File: config.mk
export PLATFORM = sky130hd
export DESIGN_NAME = cmos_axis_pack
export DESIGN_NICKNAME = d
export VERILOG_FILES = /design/src/rtl/cmos_axis_pack.sv
export SDC_FILE = /design/constraint.sdc
export NUM_CORES = 1
export LEC_CHECK = 0
export ABC_AREA = 1
export CORE_ASPECT_RATIO = 1.2
export CORE_MARGIN = 2
export CORE_UTILIZATION = 25
export DETAILED_ROUTE_END_ITERATION = 10
export PLACE_DENSITY = 0.5
export SLEW_MARGIN = 25
export SYNTH_ARGS = -nofsm -noshare
export SYNTH_HDL_FRONTEND = slang
export SYNTH_SLANG_ARGS = --single-unit
export TNS_END_PERCENT = 100
File: constraint.sdc
create_clock -name cmos_pclk_i -period 2.9 [get_ports cmos_pclk_i]
set_input_delay 0.58 -clock cmos_pclk_i [delete_from_list [all_inputs] [get_ports cmos_pclk_i]]
set_output_delay 0.58 -clock cmos_pclk_i [all_outputs]
set_load 0.005 [all_outputs]
File: src/rtl/cmos_axis_pack.sv
// ---------------------------------------------------------------------------
// cmos_axis_pack
//
// Packs a decoded CMOS pixel stream (hs/vs/ce qualified RGB565) into an
// AXI4-Stream video interface. A one-entry hold register delays each pixel
// until the next pixel or the end of the line is seen, so that tlast can be
// attached to the final pixel of every line. Frame start is marked with tuser
// on the first pixel. Beats are buffered in a small FIFO; if the FIFO cannot
// accept a beat, the rest of the frame is dropped and a sticky overflow flag
// is raised. Line width and line count of the most recently completed
// line/frame are measured continuously.
//
// Parameters
//   FIFO_DEPTH    output FIFO entries (power of two, 4..64)
//   WIDTH_BITS    width of the pixel and line counters
//
// Ports
//   cmos_pclk_i   pixel clock, all logic on rising edge
//   rst_n_i       asynchronous active-low reset
//   hs_i          line-active strobe
//   vs_i          frame sync, high during vertical blanking
//   rgb565_i      pixel data
//   ce_i          pixel-qualify enable
//   m_axis_*      AXI4-Stream master (tdata/tvalid/tready/tuser/tlast)
//   overflow_o    sticky FIFO overflow flag
//   line_width_o  pixel count of the last completed line
//   line_count_o  line count of the last completed frame
// ---------------------------------------------------------------------------
module cmos_axis_pack #(
    parameter int unsigned FIFO_DEPTH = 16,
    parameter int unsigned WIDTH_BITS = 12
) (
    input  logic                  cmos_pclk_i,
    input  logic                  rst_n_i,
    input  logic                  hs_i,
    input  logic                  vs_i,
    input  logic [15:0]           rgb565_i,
    input  logic                  ce_i,
    output logic [15:0]           m_axis_tdata,
    output logic                  m_axis_tvalid,
    input  logic                  m_axis_tready,
    output logic                  m_axis_tuser,
    output logic                  m_axis_tlast,
    output logic                  overflow_o,
    output logic [WIDTH_BITS-1:0] line_width_o,
    output logic [WIDTH_BITS-1:0] line_count_o
);

    localparam int unsigned AW = $clog2(FIFO_DEPTH);
    localparam int unsigned CW = AW + 1;
    localparam logic [CW-1:0] FULL_CNT = CW'(FIFO_DEPTH);

    typedef enum logic {
        RUN  = 1'b0,
        DROP = 1'b1
    } state_t;

    state_t state;
    state_t state_nxt;
    logic   run_active;

    // Sync delay registers and derived events
    logic hs_d;
    logic vs_d;
    logic pix_ev;
    logic line_end;
    logic frame_start;
    logic frame_end;

    // Hold register
    logic [15:0] hold_data;
    logic        hold_sof;
    logic        hold_valid;
    logic        sof_pending;

    // Push request towards the FIFO
    logic        push_req;
    logic        push_last;
    logic        wr_en;
    logic        reject;
    logic        take_pix;

    // FIFO storage: {sof, last, data}
    logic [17:0]   mem [FIFO_DEPTH];
    logic [AW-1:0] wr_ptr;
    logic [AW-1:0] rd_ptr;
    logic [CW-1:0] count;
    logic [17:0]   head;
    logic          pop;
    logic          full;

    // Geometry counters
    logic [WIDTH_BITS-1:0] pix_cnt;
    logic [WIDTH_BITS-1:0] line_cnt;
    logic [WIDTH_BITS-1:0] line_cnt_upd;
    logic                  line_inc;

    // -----------------------------------------------------------------------
    // Event detection
    // -----------------------------------------------------------------------
    always_ff @(posedge cmos_pclk_i or negedge rst_n_i) begin
        if (!rst_n_i) begin
            hs_d <= 1'b0;
            vs_d <= 1'b0;
        end else begin
            hs_d <= hs_i;
            vs_d <= vs_i;
        end
    end

    assign pix_ev      = ce_i & hs_i;
    assign line_end    = hs_d & ~hs_i;
    assign frame_start = vs_d & ~vs_i;
    assign frame_end   = ~vs_d & vs_i;

    // -----------------------------------------------------------------------
    // FIFO status
    // -----------------------------------------------------------------------
    assign m_axis_tvalid = (count != '0);
    assign pop           = m_axis_tvalid & m_axis_tready;
    assign full          = (count == FULL_CNT);
    assign head          = mem[rd_ptr];

    // Outputs are forced to zero while the FIFO is empty so that a reset
    // leaves the bus quiet regardless of stale storage contents.
    assign m_axis_tdata = m_axis_tvalid ? head[15:0] : '0;
    assign m_axis_tlast = m_axis_tvalid & head[16];
    assign m_axis_tuser = m_axis_tvalid & head[17];

    // -----------------------------------------------------------------------
    // Push decision. Frame start has priority: a pixel still held when a new
    // frame begins belongs to no complete line and is discarded.
    // -----------------------------------------------------------------------
    always_comb begin
        push_req  = 1'b0;
        push_last = 1'b0;
        if (run_active && !frame_start && hold_valid) begin
            if (line_end) begin
                push_req  = 1'b1;
                push_last = 1'b1;
            end else if (pix_ev) begin
                push_req  = 1'b1;
            end
        end
    end

    assign wr_en    = push_req & (~full | pop);
    assign reject   = push_req & full & ~pop;
    assign take_pix = pix_ev & run_active & ~reject;

    // -----------------------------------------------------------------------
    // FSM: state register / next state / outputs
    // -----------------------------------------------------------------------
    always_ff @(posedge cmos_pclk_i or negedge rst_n_i) begin
        if (!rst_n_i) begin
            state <= RUN;
        end else begin
            state <= state_nxt;
        end
    end

    always_comb begin
        state_nxt = state;
        unique case (state)
            RUN:     if (reject)      state_nxt = DROP;
            DROP:    if (frame_start) state_nxt = RUN;
            default: state_nxt = RUN;
        endcase
    end

    always_comb begin
        run_active = (state == RUN);
    end

    // -----------------------------------------------------------------------
    // Hold register and start-of-frame tracking
    // -----------------------------------------------------------------------
    always_ff @(posedge cmos_pclk_i or negedge rst_n_i) begin
        if (!rst_n_i) begin
            hold_data  <= '0;
            hold_sof   <= 1'b0;
            hold_valid <= 1'b0;
        end else if (!run_active || reject) begin
            hold_valid <= 1'b0;
            hold_sof   <= 1'b0;
        end else if (pix_ev) begin
            hold_valid <= 1'b1;
            hold_data  <= rgb565_i;
            hold_sof   <= sof_pending | frame_start;
        end else if (frame_start || line_end) begin
            hold_valid <= 1'b0;
        end
    end

    // sof_pending survives a dropped frame tail so the next accepted pixel
    // after frame start is always tagged.
    always_ff @(posedge cmos_pclk_i or negedge rst_n_i) begin
        if (!rst_n_i) begin
            sof_pending <= 1'b0;
        end else if (take_pix) begin
            sof_pending <= 1'b0;
        end else if (frame_start) begin
            sof_pending <= 1'b1;
        end
    end

    // -----------------------------------------------------------------------
    // FIFO
    // -----------------------------------------------------------------------
    always_ff @(posedge cmos_pclk_i) begin
        if (wr_en) begin
            mem[wr_ptr] <= {hold_sof, push_last, hold_data};
        end
    end

    always_ff @(posedge cmos_pclk_i or negedge rst_n_i) begin
        if (!rst_n_i) begin
            wr_ptr <= '0;
            rd_ptr <= '0;
            count  <= '0;
        end else begin
            if (wr_en) begin
                wr_ptr <= wr_ptr + AW'(1);
            end
            if (pop) begin
                rd_ptr <= rd_ptr + AW'(1);
            end
            unique case ({wr_en, pop})
                2'b10:   count <= count + CW'(1);
                2'b01:   count <= count - CW'(1);
                default: count <= count;
            endcase
        end
    end

    always_ff @(posedge cmos_pclk_i or negedge rst_n_i) begin
        if (!rst_n_i) begin
            overflow_o <= 1'b0;
        end else if (reject) begin
            overflow_o <= 1'b1;
        end
    end

    // -----------------------------------------------------------------------
    // Geometry measurement, independent of RUN/DROP
    // -----------------------------------------------------------------------
    assign line_inc     = line_end & (pix_cnt != '0);
    assign line_cnt_upd = (line_inc && (line_cnt != '1)) ? line_cnt + WIDTH_BITS'(1)
                                                         : line_cnt;

    always_ff @(posedge cmos_pclk_i or negedge rst_n_i) begin
        if (!rst_n_i) begin
            pix_cnt <= '0;
        end else if (line_end) begin
            pix_cnt <= '0;
        end else if (frame_start) begin
            pix_cnt <= pix_ev ? WIDTH_BITS'(1) : '0;
        end else if (pix_ev && (pix_cnt != '1)) begin
            pix_cnt <= pix_cnt + WIDTH_BITS'(1);
        end
    end

    // A line ending in the same cycle as the frame is folded into the
    // reported count via line_cnt_upd.
    always_ff @(posedge cmos_pclk_i or negedge rst_n_i) begin
        if (!rst_n_i) begin
            line_cnt     <= '0;
            line_width_o <= '0;
            line_count_o <= '0;
        end else begin
            if (line_inc) begin
                line_width_o <= pix_cnt;
            end
            if (frame_end) begin
                line_count_o <= line_cnt_upd;
                line_cnt     <= '0;
            end else begin
                line_cnt     <= line_cnt_upd;
            end
        end
    end

endmodule

## Yosys cells after proc, flatten, opt, wreduce, memory -nomap -nowiden

Memories as Yosys holds them, arrays and structs flattened.
Index checks and enable logic that the tools add are counted.

- Register bits after elaboration: 84
- Bits in writable memories: 288
- Input bits: 22
- Output and inout bits: 44
- Memories: 1

Memory list:

| name | words | width | read ports | clocked after Yosys merged registers in | wr ports | line | source |
|---|---|---|---|---|---|---|---|
| mem | 16 | 18 | 1 | 0 | 1 | 84 | `logic [17:0] mem [FIFO_DEPTH];` |

- Add/subtract/negate cells: 6
- Equal/unequal tests: 5
- Multiplexer cells: 25
- Bitwise gates (word level): 23
- Reduce and logical (&&, ||, !) cells: 15

Operators with widths:

| cell | number |
|---|---|
| $mux 12 | 5 |
| $add 12x1->12 const B | 2 |
| $ne 12x12->1 const B | 2 |
| $mux 1 | 17 |
| $mux 16 | 1 |
| $and 1x1->1 | 13 |
| $reduce_bool 12->1 | 1 |
| $pmux 5 s2 | 1 |
| $add 4x1->4 const B | 2 |
| $not 1->1 | 8 |
| $reduce_bool 2->1 | 3 |
| $reduce_bool 3->1 | 2 |
| $add 5x1->5 const B | 1 |
| $eq 5x5->1 const B | 1 |
| $reduce_bool 5->1 | 1 |
| $sub 5x1->5 const B | 1 |
| $logic_and 1x1->1 | 4 |
| $eq 2x1->1 const B | 1 |
| $eq 2x2->1 const B | 1 |
| $logic_or 1x1->1 | 2 |
| $or 1x1->1 | 2 |
| $pmux 1 s2 | 1 |
| $reduce_and 2->1 | 1 |
| $logic_not 1->1 | 1 |

## Longest topological paths before layout

- Depth after elaboration: 11
- Depth in mapped cells: 17

## Worst setup path after synthesis

No wires, ideal clock.

- Kind: input-to-reg
- From: in vs_i
- To: mem mem[11][0], enable pin
- Library setup time: 0.393 ns
- Data arrival time: 2.075 ns
- Data required time: 2.507 ns
- Setup slack: 0.432 ns
- Stages: 6
- Buffers on the path: 0
- Cell sequence: inv_1 -> a21oi_2 -> nand3_2 -> nor2_4 -> nand2_1 -> nor2_1

- Longest elaborated chain between the ends: 9

RTL lines:

| element | line | source |
|---|---|---|
| start: declaration | 36 | `input logic vs_i,` |
| $not 1->1 | 113 | `assign frame_start = vs_d & ~vs_i;` |
| $and 1x1->1 | 113 |  |
| $logic_not 1->1 | 137 | `if (run_active && !frame_start && hold_valid) begin` |
| $logic_and 1x1->1 (2 in a row) | 137 |  |
| $mux 1 | 137 |  |
| $and 1x1->1 | 147 | `assign wr_en = push_req & (~full \| pop);` |
| $mux 1 | 211 | `if (wr_en) begin` |
| $mux 1 (implied by the code) | 212 | `mem[wr_ptr] <= {hold_sof, push_last, hold_data};` |
| end: declaration | 84 |  |

Every way passes these cells.

## Final worst setup path

- From: reg rd_ptr[0]
- To: out m_axis_tdata[1]

- Longest elaborated chain between the ends: 2

RTL lines:

| element | line | source |
|---|---|---|
| start: declaration | 86 | `logic [AW-1:0] rd_ptr;` |
| start signal: assignment | 226 | `rd_ptr <= rd_ptr + AW'(1);` |
| $mem_v2 16x18 | -- |  |
| $mux 16 | 126 | `assign m_axis_tdata = m_axis_tvalid ? head[15:0] : '0;` |
| end: declaration | 39 | `output logic [15:0] m_axis_tdata,` |

Every way passes these cells.

==> results.toml <==
[placement]
gp_congestion = 0.8142
post-dp-hpwl_um = 25900
io_buffers = 65
dp_cells = 2173
placed_area_mm2 = 0.01744

[timing]
rsz0062_at_grt = "yes"
fin_skew_ns = 0.03323
report.final.slew_viol_count = 0
finalCriticalPeriod_ns = 2.906
setup_viol = 4
layout_setup_ws_ns = -0.005771
worst_pin_slew_ns = 0.6986
relSlewSlack_pct = 53.43
max_freq_ghz = 0.3441
finalCritPeriodShare_pct = 100.2
finalHoldViolations = 0

[setup_path]
critPathCaptureType = "output port"
critical_path_class = "reg2out"
r2r_slack_ns = 0.75
cp_max_fo = 6
worstSetupStartpointType = "flip-flop"
critical_path_arrival_ns = 2.33
cp.required_ns = 2.32
r2r_cells = 13

[floorplanning]
fp-row-count = 99
ios = 66
core_mm2 = 0.06045
die_area_mm2 = 0.06287
start_util_pct = 25.17
die_height_um = 274.3
die_x_um = 229.2

[logic_synthesis]
avgSynthCellArea_um2 = 11.75
yosysSeqAreaShare_pct = 70.65
synth.top_cell.area_share_pct = 56.83
ys_top_cells_by_area = "edfxtp_1, dfrtp_1, o21ai_0, nor2_1, nand2_1"
synth_top_area_cell = "edfxtp_1"
netlist_area_mm2 = 0.01522
yosysWarnings = 0
synth_cells = 1295
synth_seq_cells = 372
ys_types = 36
syn-num-nets = 1327

[layout]
diodes = 0
area_delta_synth_final_pct = 30.70
drive_gt1_share_pct = 19.77
n_fill_cell = 6088
layout.cells.non_filler = 2300
post-route-util_pct = 32.90
final_area_mm2 = 0.01989
num-nets-final = 1493

[routing]
firstDrtPassIters = 5
avgViaCountPerCell = 4.685
dr.first_iter.drc_count = 667
vias = 10780
wl_per_cell_um = 19.66
drc = 0
routed_wl_um = 45220
postRouteAntennaNets = 0

[run]
maxCapViolCount = 0

[power]
vdd_ir_drop_max_mv = 0.3925
power_mw = 19.25
power.leakage_nw = 7.254
p_per_area_mw_per_mm2 = 968.1

[global_routing]
grt_usage_pct = 14.24
grt_pass1_vias = 10750
grt_pass1_wl_um = 67600
grt_max_degree = 35
gr-total-overflow = 0
antenna_found_initial = 2

[cts]
htreeDepth = 2
insertion_delay_ns = 0.59
clk_path_buf_depth = 3
clkTransAtPathRegs_ns = 0.06
cts.sinks = 372
cts_tree = "done"
cts_made_buffers = 43
cts-root-buf = "clkbuf_16"

[status]
outcome = "finished, violations left"
violations = "setup timing"

[worst_hold_path]
holdPathStages = 2
worstHoldPathType = "reg2reg"
## stage by stage
stage	setup slack, ns	hold slack, ns	setup TNS [ns]
5_1_grt	-0.1289	0.4991	-1.402
3_3_place_gp	0.05205	0.4691	0
4_1_cts	-0.1833	0.4847	-1.053
3_5_place_dp	0.01610	0.4586	0
6_report	-0.005771	0.4729	-0.009494
2_1_floorplan	0.4321	0.2844	0
## critical path, stage by stage, from the launching register on
cell and delay (ns):
dfrtp_4 0.50, buf_6 0.12, buf_12 0.15, buf_12 0.14, o21ai_0 0.09, o221ai_1 0.21, nand3_1 0.14, a21oi_2 0.23
buf_2 0.15
## final timing paths
path,startpoint,endpoint
worst max-delay path,rd_ptr[0],m_axis_tdata[1]
worst min-delay path,overflow_o,overflow_o
worst max register to register,count[2],count[4]
worst min register to register,overflow_o,overflow_o
max in group asynchronous,rst_n_i,line_width_o[0]
min in group asynchronous,rst_n_i,rd_ptr[0]
## logic make-up after synthesis
family / Yosys count / synth area share, %
DFF: 372 / 70.65
and+or+nand+nor: 479 / 13.16
xor gates and xnor gates: 17 / 0.9784
adders and majority gates: 10 / 0.8222
AOI/OAI and AO/OA: 290 / 11.02
buffers and inverters: 127 / 3.379
## layer usage
metal  routed length, um  vias up  GRT usage [%]
met2               22050      313          24.06
met3                2552       67          2.818
li1                    -     4984              -
met5                  13        -              0
met4                1071        2          4.033
met1               19530     5410          18.56
## power by group
| part | internal, mW | leakage (nW) | switching, mW |
|---|---|---|---|
| registers | 6.37 | 3.71 | 0.526 |
| clock network | 3.02 | 0.651 | 2.23 |
| logic | 3.17 | 2.89 | 3.93 |
| total | 12.6 | 7.25 | 6.69 |
## cells in the final DEF (no fill, tap or decap), drive strengths merged
cell type | Yosys | routed
and3 | 1 | 1
o22ai | 21 | 21
nor3b | 1 | 1
nor4 | 4 | 4
xor2 | 13 | 13
nand4 | 9 | 9
dlygate4sd3 | 0 | 1
nand2 | 191 | 191
clkdlybuf4s50 | 0 | 46
edfxtp | 288 | 288
a21oi | 33 | 33
nand3b | 1 | 1
xnor2 | 4 | 4
nand3 | 52 | 52
bufinv | 0 | 2
o21ai | 184 | 184
bufbuf | 0 | 2
clkbuf | 43 | 68
inv | 58 | 60
dfrtp | 84 | 84
o221ai | 52 | 52
nor3 | 7 | 7
ha | 10 | 10
and2 | 3 | 3
nor2 | 210 | 210
buf | 23 | 131
clkinv | 3 | 14
## cell type report
| cell class | count | area [um2] | area share, % |
|---|---|---|---|
| Timing Repair Buffer | 187 | 2291 | 11.52 |
| Multi-Input combinational cell | 796 | 4234 | 21.29 |
| Sequential cell | 372 | 10760 | 54.08 |
| Clock inverter | 15 | 175.2 | 0.8807 |
| Clock buffer | 61 | 1174 | 5.901 |
| Inverter | 61 | 249.0 | 1.252 |
| Tap cell | 808 | 1011 | 5.083 |
## synth_stat cells
cell type,n
edfxtp_1,288
nor2_1,206
nand2_1,183
o21ai_0,181
dfrtp_1,84
o221ai_1,52
inv_1,50
nand3_1,48
clkbuf_1,43
a21oi_1,32
o22ai_1,21
buf_2,16
xor2_1,13
ha_1,10
nand4_1,9
inv_2,7
nand2_2,6
nor3_1,5
buf_1,4
nand3_2,4
nor4_1,4
xnor2_1,4
and2_1,3
clkinv_1,3
o21ai_1,3
buf_4,2
nand2_4,2
nor2_2,2
nor2_4,2
nor3_2,2
a21oi_2,1
and3_1,1
buf_6,1
inv_4,1
nand3b_1,1
nor3b_1,1
## registers in the layout, indices dropped and copies added (netlist names)
| signal | flops |
|---|---|
| rd_ptr | 4 |
| line_count_o | 12 |
| hold_sof | 1 |
| overflow_o | 1 |
| pix_cnt | 12 |
| count | 5 |
| vs_d | 1 |
| hold_data | 16 |
| mem | 288 |
| wr_ptr | 4 |
| line_cnt | 12 |
| hs_d | 1 |
| hold_valid | 1 |
| sof_pending | 1 |
| line_width_o | 12 |
| state | 1 |
## timing repair
action / CTS / global route
hold buffers: 1 / 0
pin swaps: 47 / 73
endpoints found under the hold margin: 18 / 0
gates cloned: 13 / 6
setup buffers: 27 / 13
resized for setup: 150 / 101
endpoints found under the setup margin: 18 / 18
Power figures use the tool's default switching activity.
